==> src/rtl/alu_muldiv_seq_pkg.sv <==
// Shared alu definitions: ALU_control opcodes, bonus_control value and the
// sequencer FSM state encoding.
// Latency: n/a (constants only). Backpressure: n/a.
package alu_muldiv_seq_pkg;

  localparam logic [3:0] ALU_AND = 4'b0000;
  localparam logic [3:0] ALU_OR  = 4'b0001;
  localparam logic [3:0] ALU_ADD = 4'b0010;
  localparam logic [3:0] ALU_SUB = 4'b0110;
  localparam logic [3:0] ALU_SLT = 4'b0111;
  localparam logic [3:0] ALU_NOR = 4'b1100;

  localparam logic [2:0] BONUS_NONE = 3'd0;

  typedef enum logic [1:0] {
    ST_IDLE = 2'd0,
    ST_MUL  = 2'd1,
    ST_DIV  = 2'd2,
    ST_DONE = 2'd3
  } seq_state_e;

endpackage : alu_muldiv_seq_pkg

==> src/rtl/alu_muldiv_seq.sv <==
// Multi-cycle unsigned multiply (shift-add) / divide (restoring) sequencer driving an external alu.
// Latency: start edge E, WIDTH steps at E+1..E+WIDTH, done_o high after E+WIDTH+1; div-by-zero done after E+1.
// Backpressure: none; start_i is accepted only while busy_o is low, otherwise ignored.
//
// Ports:
//   clk, rst_n                    clock, asynchronous active-low reset
//   start_i, op_i, a_i, b_i       request (op_i 0 = mul, 1 = div), operands
//   busy_o, done_o                busy from accept until done drops; one-cycle done pulse
//   hi_o, lo_o, dbz_o             product hi/lo or remainder/quotient; divide-by-zero flag
//   alu_src1_o .. alu_bonus_o     operand/opcode drive to the external alu
//   alu_result_i .. alu_overflow_i results back from the alu (zero/overflow unused)
module alu_muldiv_seq
  import alu_muldiv_seq_pkg::*;
#(
  parameter int WIDTH = 32,
  parameter int CNT_W = 6
) (
  input  logic             clk,
  input  logic             rst_n,
  input  logic             start_i,
  input  logic             op_i,
  input  logic [WIDTH-1:0] a_i,
  input  logic [WIDTH-1:0] b_i,
  output logic             busy_o,
  output logic             done_o,
  output logic [WIDTH-1:0] hi_o,
  output logic [WIDTH-1:0] lo_o,
  output logic             dbz_o,
  output logic [WIDTH-1:0] alu_src1_o,
  output logic [WIDTH-1:0] alu_src2_o,
  output logic [3:0]       alu_ctrl_o,
  output logic [2:0]       alu_bonus_o,
  input  logic [WIDTH-1:0] alu_result_i,
  input  logic             alu_cout_i,
  input  logic             alu_zero_i,
  input  logic             alu_overflow_i
);

  localparam logic [CNT_W-1:0] LAST_STEP = CNT_W'(WIDTH - 1);

  seq_state_e       state_q, state_d;
  logic [WIDTH-1:0] hi_q, hi_d;
  logic [WIDTH-1:0] lo_q, lo_d;
  logic [WIDTH-1:0] mcand_q, mcand_d;   // multiplicand or divisor
  logic [CNT_W-1:0] count_q, count_d;
  logic             dbz_q, dbz_d;
  logic             done_q, done_d;

  // Divide step: partial remainder shifted left by one, pulling in the next
  // dividend bit. The bit shifted out (msb) makes it exceed WIDTH bits, in
  // which case the subtract always succeeds regardless of the alu borrow.
  logic [WIDTH-1:0] div_sh;
  logic             div_msb;

  // The alu flags other than cout carry no information for mul/div.
  logic unused_alu_flags;
  assign unused_alu_flags = alu_zero_i ^ alu_overflow_i;

  assign div_sh  = {hi_q[WIDTH-2:0], lo_q[WIDTH-1]};
  assign div_msb = hi_q[WIDTH-1];

  always_comb begin
    state_d    = state_q;
    hi_d       = hi_q;
    lo_d       = lo_q;
    mcand_d    = mcand_q;
    count_d    = count_q;
    dbz_d      = dbz_q;
    done_d     = 1'b0;
    alu_src1_o = '0;
    alu_src2_o = '0;
    alu_ctrl_o = ALU_AND;

    case (state_q)
      ST_IDLE: begin
        // done_q still high means the completion pulse is being shown and
        // busy_o is still asserted, so a request here is ignored.
        if (start_i && !done_q) begin
          hi_d    = '0;
          lo_d    = a_i;
          mcand_d = b_i;
          count_d = '0;
          dbz_d   = 1'b0;
          if (!op_i) begin
            state_d = ST_MUL;
          end else if (b_i != '0) begin
            state_d = ST_DIV;
          end else begin
            hi_d    = a_i;
            lo_d    = '1;
            dbz_d   = 1'b1;
            state_d = ST_DONE;
          end
        end
      end

      ST_MUL: begin
        alu_src1_o = hi_q;
        alu_src2_o = lo_q[0] ? mcand_q : '0;
        alu_ctrl_o = ALU_ADD;
        // Shift the (WIDTH+1)-bit sum and the multiplier right as one register.
        hi_d    = {alu_cout_i, alu_result_i[WIDTH-1:1]};
        lo_d    = {alu_result_i[0], lo_q[WIDTH-1:1]};
        count_d = count_q + CNT_W'(1);
        if (count_q == LAST_STEP) begin
          state_d = ST_DONE;
        end
      end

      ST_DIV: begin
        alu_src1_o = div_sh;
        alu_src2_o = mcand_q;
        alu_ctrl_o = ALU_SUB;
        if (div_msb || alu_cout_i) begin
          hi_d = alu_result_i;
          lo_d = {lo_q[WIDTH-2:0], 1'b1};
        end else begin
          hi_d = div_sh;
          lo_d = {lo_q[WIDTH-2:0], 1'b0};
        end
        count_d = count_q + CNT_W'(1);
        if (count_q == LAST_STEP) begin
          state_d = ST_DONE;
        end
      end

      ST_DONE: begin
        done_d  = 1'b1;
        state_d = ST_IDLE;
      end

      default: begin
        state_d = ST_IDLE;
      end
    endcase
  end

  always_ff @(posedge clk or negedge rst_n) begin
    if (!rst_n) begin
      state_q <= ST_IDLE;
      hi_q    <= '0;
      lo_q    <= '0;
      mcand_q <= '0;
      count_q <= '0;
      dbz_q   <= 1'b0;
      done_q  <= 1'b0;
    end else begin
      state_q <= state_d;
      hi_q    <= hi_d;
      lo_q    <= lo_d;
      mcand_q <= mcand_d;
      count_q <= count_d;
      dbz_q   <= dbz_d;
      done_q  <= done_d;
    end
  end

  assign busy_o      = (state_q != ST_IDLE) || done_q;
  assign done_o      = done_q;
  assign hi_o        = hi_q;
  assign lo_o        = lo_q;
  assign dbz_o       = dbz_q;
  assign alu_bonus_o = BONUS_NONE;

endmodule : alu_muldiv_seq

==> config.mk <==
export PLATFORM = sky130hd
export DESIGN_NAME = alu_muldiv_seq
export DESIGN_NICKNAME = d
export VERILOG_FILES = /design/src/rtl/alu_muldiv_seq_pkg.sv /design/src/rtl/alu_muldiv_seq.sv
export SDC_FILE = /design/constraint.sdc
export NUM_CORES = 1
export LEC_CHECK = 0
export BUFFER_PORTS_ARGS = -buffer_cell sky130_fd_sc_hd__buf_2
export CAP_MARGIN = 20
export CORE_UTILIZATION = 51
export DETAILED_ROUTE_END_ITERATION = 8
export PLACE_DENSITY = 0.81
export SYNTH_ARGS = -nofsm -noshare
export SYNTH_HDL_FRONTEND = slang
export SYNTH_SLANG_ARGS = --single-unit
==> constraint.sdc <==
create_clock -name clk -period 2.2 [get_ports clk]
set_input_delay 0 -clock clk [delete_from_list [all_inputs] [get_ports clk]]
set_output_delay 0 -clock clk [all_outputs]
set_load 0.05 [all_outputs]
==> results of run 1 <==
synthesized netlist by cell type (6+ instances only):
cell / count / share of area
and2_1: 33 / 0.030
mux2_1: 28 / 0.045
a22oi_1: 33 / 0.035
a21oi_1: 65 / 0.047
nor4_4: 9 / 0.027
ha_1: 6 / 0.011
nand2_1: 177 / 0.095
buf_2: 7 / 0.0050
or3_1: 31 / 0.028
a211o_1: 17 / 0.021
o211ai_1: 63 / 0.068
a211oi_1: 18 / 0.019
buf_1: 14 / 0.0075
nor2_1: 53 / 0.028
a21boi_0: 31 / 0.033
clkbuf_1: 54 / 0.029
a2bb2oi_2: 10 / 0.021
dfrtp_1: 106 / 0.38
final timing paths:
check	from	to	slack, ns	depth (start not counted)
min	a_i[6]	hi_o[6]	0.01	4
max in group asynchronous	rst_n	done_o	1.32	3
max reg2reg	state_q[1]	hi_o[28]	0.14	9
min in group asynchronous	rst_n	hi_o[12]	0.14	2
min reg2reg	dbz_o	dbz_o	0.48	2
max	state_q[1]	hi_o[28]	0.14	9
area by class of cell:
type,count,area (µm²),area share
inverter,4,15.0,0.00157
timing repair buffer,323,2160,0.226
clock inverter,5,125,0.0131
clock buffer,11,243,0.0254
multi-input combinational,624,4160,0.434
sequential,106,2650,0.277
tap,176,220,0.0230
what timing repair did:
item                       4_1_cts  5_1_grt
resized for setup                1        5
gates cloned                     1        1
pin swaps                        1        0
setup buffers                    5        2
hold buffers                    55        0
hold endpoints to repair       120        0
setup endpoints to repair       48       87
worst max-delay path, delay by kind of cell (launching register included):
family          cells  cell delay (ns)
compound gates      1             0.17
simple gates        3             0.55
fa+ha+maj           1             0.23
buf+inv             4             0.62
flops               1             0.40
through the flow:
step                      cells  cell area (µm²)  utilization
after global routing       1249             9570        0.720
after detailed placement   1169             8530        0.641
final                      1249             9570        0.720
after floorplan             819             7140            -
after global placement     1169             8530        0.641
after CTS                  1246             9520        0.716
registers in the layout, summed over array words and instances, names as in the netlist:
name / cells
lo_o: 32
hi_o: 32
count_q: 6
mcand_q: 32
state_q: 2
dbz_o: 1
done_o: 1
routing by layer:
layer	global-route usage	up-vias	wire, µm
li1	-	3398	-
met1	0.417	3561	9100
met2	0.522	446	11000
met3	0.0589	65	2060
met4	0.134	0	709
met5	0	-	0
power groups by stage:
stage,Sequential (mW),Clock (mW),Combinational [mW]
final,2.22,2.00,1.74
after global routing,2.24,2.11,1.83
after CTS,2.21,2.02,1.73
after detailed placement,2.25,0,1.65
after global placement,2.25,0,1.62
after floorplan,2.67,0,0.734
cells by family (layout without fill, tap and decap cells):
group / count (synthesis) / after routing / synth area share
muxes: 34 / 34 / 0.0545
other: 1 / 5 / 0.000537
and+or+nand+nor: 320 / 320 / 0.228
xor gates and xnor gates: 3 / 3 / 0.00376
buffers and inverters: 89 / 343 / 0.0545
adders and majority gates: 6 / 6 / 0.0107
DFF: 106 / 106 / 0.380
AOI/OAI and AO/OA: 256 / 256 / 0.268
==> reports/metrics.yaml, run 1 <==
rsz0062_at_grt: "false"
gr-usage-all-layers: 0.320
cts_buffer_depth: 2
drive_gt1_frac: 0.328
relSlewSlack: 0.398
clk_pin_slew_worst_paths_ns: 0.08
worst_slew_pin_slew_ns: 0.903
drtAntennaViolNets: 0
cap_violations: 0
routabilityCongestion: 0.897
fill_cells: 987
clock.fmax_mhz: 484
period_minus_slack_ns: 2.06
p_int_mw: 3.86
hpwl_um: 14400
first_global_vias: 7098
cpPeakStageDelay_ns: 0.40
ys_async_sr_fraction: 1.00
power_mw: 5.97
core_um2: 13300
drc: 0
worst_path_max_delay_cell: "dfrtp_1"
vias_per_cell: 5.98
seqPwrFrac: 0.372
io_buffers: 233
ys.flop_type: "dfrtp_1"
cts_made_buffers: 9
synth-seq-cells: 106
final_cell_mix: "buf_2 (232), nand2_1 (176), dfrtp_1 (106)"
worstPathCellList: "inv_2, ha_4, buf_4, buf_4, nor2b_4, clkbuf_16, nand2_1, or3_1, a21oi_1"
crit_top_cell: "buf_4"
holdWs_ns: 0.0149
tns_ns: 0
crit_required_ns: 2.47
fp.dieH_um: 119
die_w_um: 119
synth-edff-count: 0
ios: 241
layout_commonest_cell: "buf_2"
row_count: 42
area_growth_pct: 37.1
cts.sinks: 106
dr.pass1.iters: 5
antenna_found_initial: 0
yosys_warnings: 0
pwr-share-comb: 0.292
setup_ws_ns: 0.135
cts-root-buf: "clkbuf_16"
htreeDepth: 3
final-setup-viol-count: 0
dp_slack_ns: 0.104
syn_inst: 815
insertion_delay_ns: 0.35
syn_avg_cell_area_um2: 8.57
total_leakage_power_nw: 4.54
wire_per_inst_um: 18.3
outcome: "finished, final reports clean"
hp-class: "in -> reg"
initial_core_util: 0.525
routed_wl_um: 22800
p_per_area_nw_per_um2: 623
grt_max_degree: 64
grt-ovfl-total: 0
maxSlewViolCount: 0
via_count: 7470
peakVddDrop_uv: 406
path_max_fanout: 15
fin_crit_sh: 0.939
grt_first_pass_wirelength_um: 36300
antenna_cells: 0
cp-end-kind: "flop"
die_area_um2: 14200
p_switching_mw: 2.10
first_iter_violations: 798
critPathKind: "reg -> reg"
ys_types: 46
finClkSkew_ns: 0.0107
yosysSeqAreaShare: 0.380
hold_viol: 0
start_kind: "flop"
clkPwrFrac: 0.336
critPathArrivalTime_ns: 2.33
swShare: 0.352
nNetsFinal: 1177
cts_tree: "built"
synthesis.area_um2: 6980
Note: power is estimated with default switching activity, not from simulation.
==> run 2: changes to the inputs <==
--- a/config.mk
+++ b/config.mk
@@ -5,11 +5,13 @@
 export SDC_FILE = /design/constraint.sdc
 export NUM_CORES = 1
 export LEC_CHECK = 0
+export ABC_AREA = 1
 export BUFFER_PORTS_ARGS = -buffer_cell sky130_fd_sc_hd__buf_2
 export CAP_MARGIN = 20
 export CORE_UTILIZATION = 51
 export DETAILED_ROUTE_END_ITERATION = 8
 export PLACE_DENSITY = 0.81
+export SLEW_MARGIN = 20
 export SYNTH_ARGS = -nofsm -noshare
 export SYNTH_HDL_FRONTEND = slang
 export SYNTH_SLANG_ARGS = --single-unit
==> reports/metrics.yaml, run 2 <==
outcome: "finished, final reports clean"
cts-root-buf: "clkbuf_16"
start_kind: "flop"
row_count: 42  # unchanged
die_area_um2: 14200  # about the same
placedCellCount: 1460  # +25%
ios: 241  # unchanged
initial_core_util: 0.526  # about the same
synth-seq-cells: 106  # unchanged
yosys_warnings: 0  # unchanged
worstPathCellList: "inv_1, ha_2, inv_1, nand2_1, nand2_1, buf_6, nor2_1, clkbuf_4"
clock.fmax_mhz: 467  # -3.6%
hpwl_um: 14600  # +1.5%
synth_top_cells_by_area: "dfrtp_1 (38%), nand2_1 (18%), a21oi_1 (11%)"
die_w_um: 119  # about the same
grt_max_degree: 77  # +20%
cpPeakStageDelay_ns: 0.43  # +0.03 ns
tns_ns: 0  # unchanged
grt-ovfl-total: 0  # unchanged
vias_per_cell: 5.28  # -12%
cp-end-kind: "output port"
finClkSkew_ns: 0.00640  # -0.00426 ns
clk_pin_slew_worst_paths_ns: 0.07  # about the same
htreeDepth: 3  # unchanged
ys_types: 30  # -35%
yosysSeqAreaShare: 0.380  # about the same
synthesis.area_um2: 6990  # about the same
grt_first_pass_wirelength_um: 35300  # -2.8%
utilization: 0.678  # -0.0422
routabilityCongestion: 0.908  # +1.2%
synth_most_common_cell: "nand2_1"
nNetsFinal: 1437  # +22%
syn_inst: 1102  # +35%
cts_tree: "built"
ys.flop_type: "dfrtp_1"
first_iter_violations: 764  # -4.3%
cts_buffer_depth: 2  # unchanged
cap_violations: 0  # unchanged
worst-path-buf-inv: 4  # unchanged
fin_crit_sh: 0.974  # +0.0354
hp-class: "in -> reg"
cts_made_buffers: 9  # unchanged
critPathArrivalTime_ns: 2.14  # -0.19 ns
cp_top_family: "buffers and inverters"
rsz0062_at_grt: "true"
gr-usage-all-layers: 0.311  # -0.00910
yosysTopAreaCell: "dfrtp_1"
period_minus_slack_ns: 2.14  # +0.0779 ns
maxSlewViolCount: 0  # unchanged
postCtsSetupBuffers: 0  # -5
synth-edff-count: 0  # unchanged
drive_gt1_frac: 0.232  # -0.0961
fp.dieH_um: 119  # about the same
syn_avg_cell_area_um2: 6.34  # -26%
area_growth_pct: 29.0
final_cell_mix: "nand2_1 (336), buf_2 (215), a21oi_1 (156)"
path_max_fanout: 32  # +17
yosysTopAreaCellShare: 0.380  # about the same
relSlewSlack: 0.589  # +0.191
core_um2: 13300  # unchanged
cts.sinks: 106  # unchanged
wire_per_inst_um: 14.8  # -19%
hold_viol: 0  # unchanged
antenna_found_initial: 1  # +1
ys_top_cells_by_count: "nand2_1 (336), a21oi_1 (156), nor2_1 (154)"
crit_required_ns: 2.20  # -0.27 ns
worst_path_max_delay_cell: "dfrtp_1"
drtAntennaViolNets: 0  # unchanged
via_count: 7961  # +6.6%
ys_async_sr_fraction: 1.00  # unchanged
dr.pass1.iters: 5  # unchanged
routed_wl_um: 22300  # -2.5%
fill_cells: 1149  # +16%
layout_commonest_cell: "nand2_1"
final-setup-viol-count: 0  # unchanged
drc: 0  # unchanged
io_buffers: 233  # unchanged
first_global_vias: 7167  # +0.97%
worst_slew_pin_slew_ns: 0.616  # -0.287 ns
fin_cells: 1509  # +21%
insertion_delay_ns: 0.34  # about the same
critPathKind: "reg -> out"
## run 2: cell count changes in the layout (fill, tap and decap cells not counted), moves of 32 or more
cell,previous run,this run
nand2_1,176,336
inv_1,2,138
a21oi_1,64,156
nor2_1,53,130
o211ai_1,63,2
nand3_1,2,52
a22oi_1,33,0
and2_1,32,0
## run 2: worst paths after layout
check | slack, ns | start | to | cells past startpoint
setup reg to reg | 0.17 | state_q[0] | state_q[0] | 7
min in group asynchronous | 0.18 | rst_n | hi_o[12] | 2
setup / recovery | 0.06 | state_q[0] | alu_src2_o[8] | 8
hold reg to reg | 0.48 | dbz_o | dbz_o | 2
max in group asynchronous | 1.28 | rst_n | hi_o[17] | 3
hold / removal | 0.01 | a_i[6] | hi_o[6] | 5
## run 2: logic make-up after synthesis
group,Yosys count,share of synthesized area
AND/OR/NAND/NOR,553,0.314
buffers and inverters,218,0.131
AO/OA/AOI/OAI,218,0.164
flip-flops,106,0.380
adder cells (fa/ha/maj),6,0.0107
other,1,0.000537
## run 2: layer usage
| layer | routed length [µm] | vias up | global-route usage |
|---|---|---|---|
| met2 | 10600 | 393 | 0.504 |
| met1 | 9350 | 3633 | 0.418 |
| li1 | - | 3879 | - |
| met3 | 1670 | 56 | 0.0503 |
| met5 | 0 | - | 0 |
| met4 | 629 | 0 | 0.118 |
## run 2: area by class of cell
type | count | area, µm² | area share
clock buffer | 10 | 229 | 0.0254
multi-input combinational | 782 | 3540 | 0.393
tap | 176 | 220 | 0.0244
clock inverter | 5 | 63.8 | 0.00708
inverter | 140 | 526 | 0.0583
antenna | 1 | 2.50 | 0.000278
sequential | 106 | 2650 | 0.294
timing repair buffer | 289 | 1780 | 0.198
## run 2: tightest hold or removal path: stages
cell	delay [ns]
buf_2	0.09
inv_1	0.06
nor2_1	0.04
nand3_1	0.07
a21oi_1	0.05
## run 2: what timing repair did
item,in CTS,in global routing
endpoints found under the setup margin,32,35
hold endpoints to repair,67,0
pin swaps,0,0
hold buffers,33,0
gates cloned,0,0
gates resized for setup,2,19
## run 2: stage by stage
step                hold slack, ns  instance area, µm²  setup WS (ns)
floorplan                   -0.296                7060         -0.199
global placement            0.0153                8330          0.287
detailed placement          0.0184                8330          0.250
CTS                        0.00305                8960         0.0519
global route                0.0210                9010        -0.0417
finish                      0.0141                9010         0.0571
Power of run 2 is not shown: default switching activity piles up to over one toggle a cycle in this logic, so the estimate is an artifact.
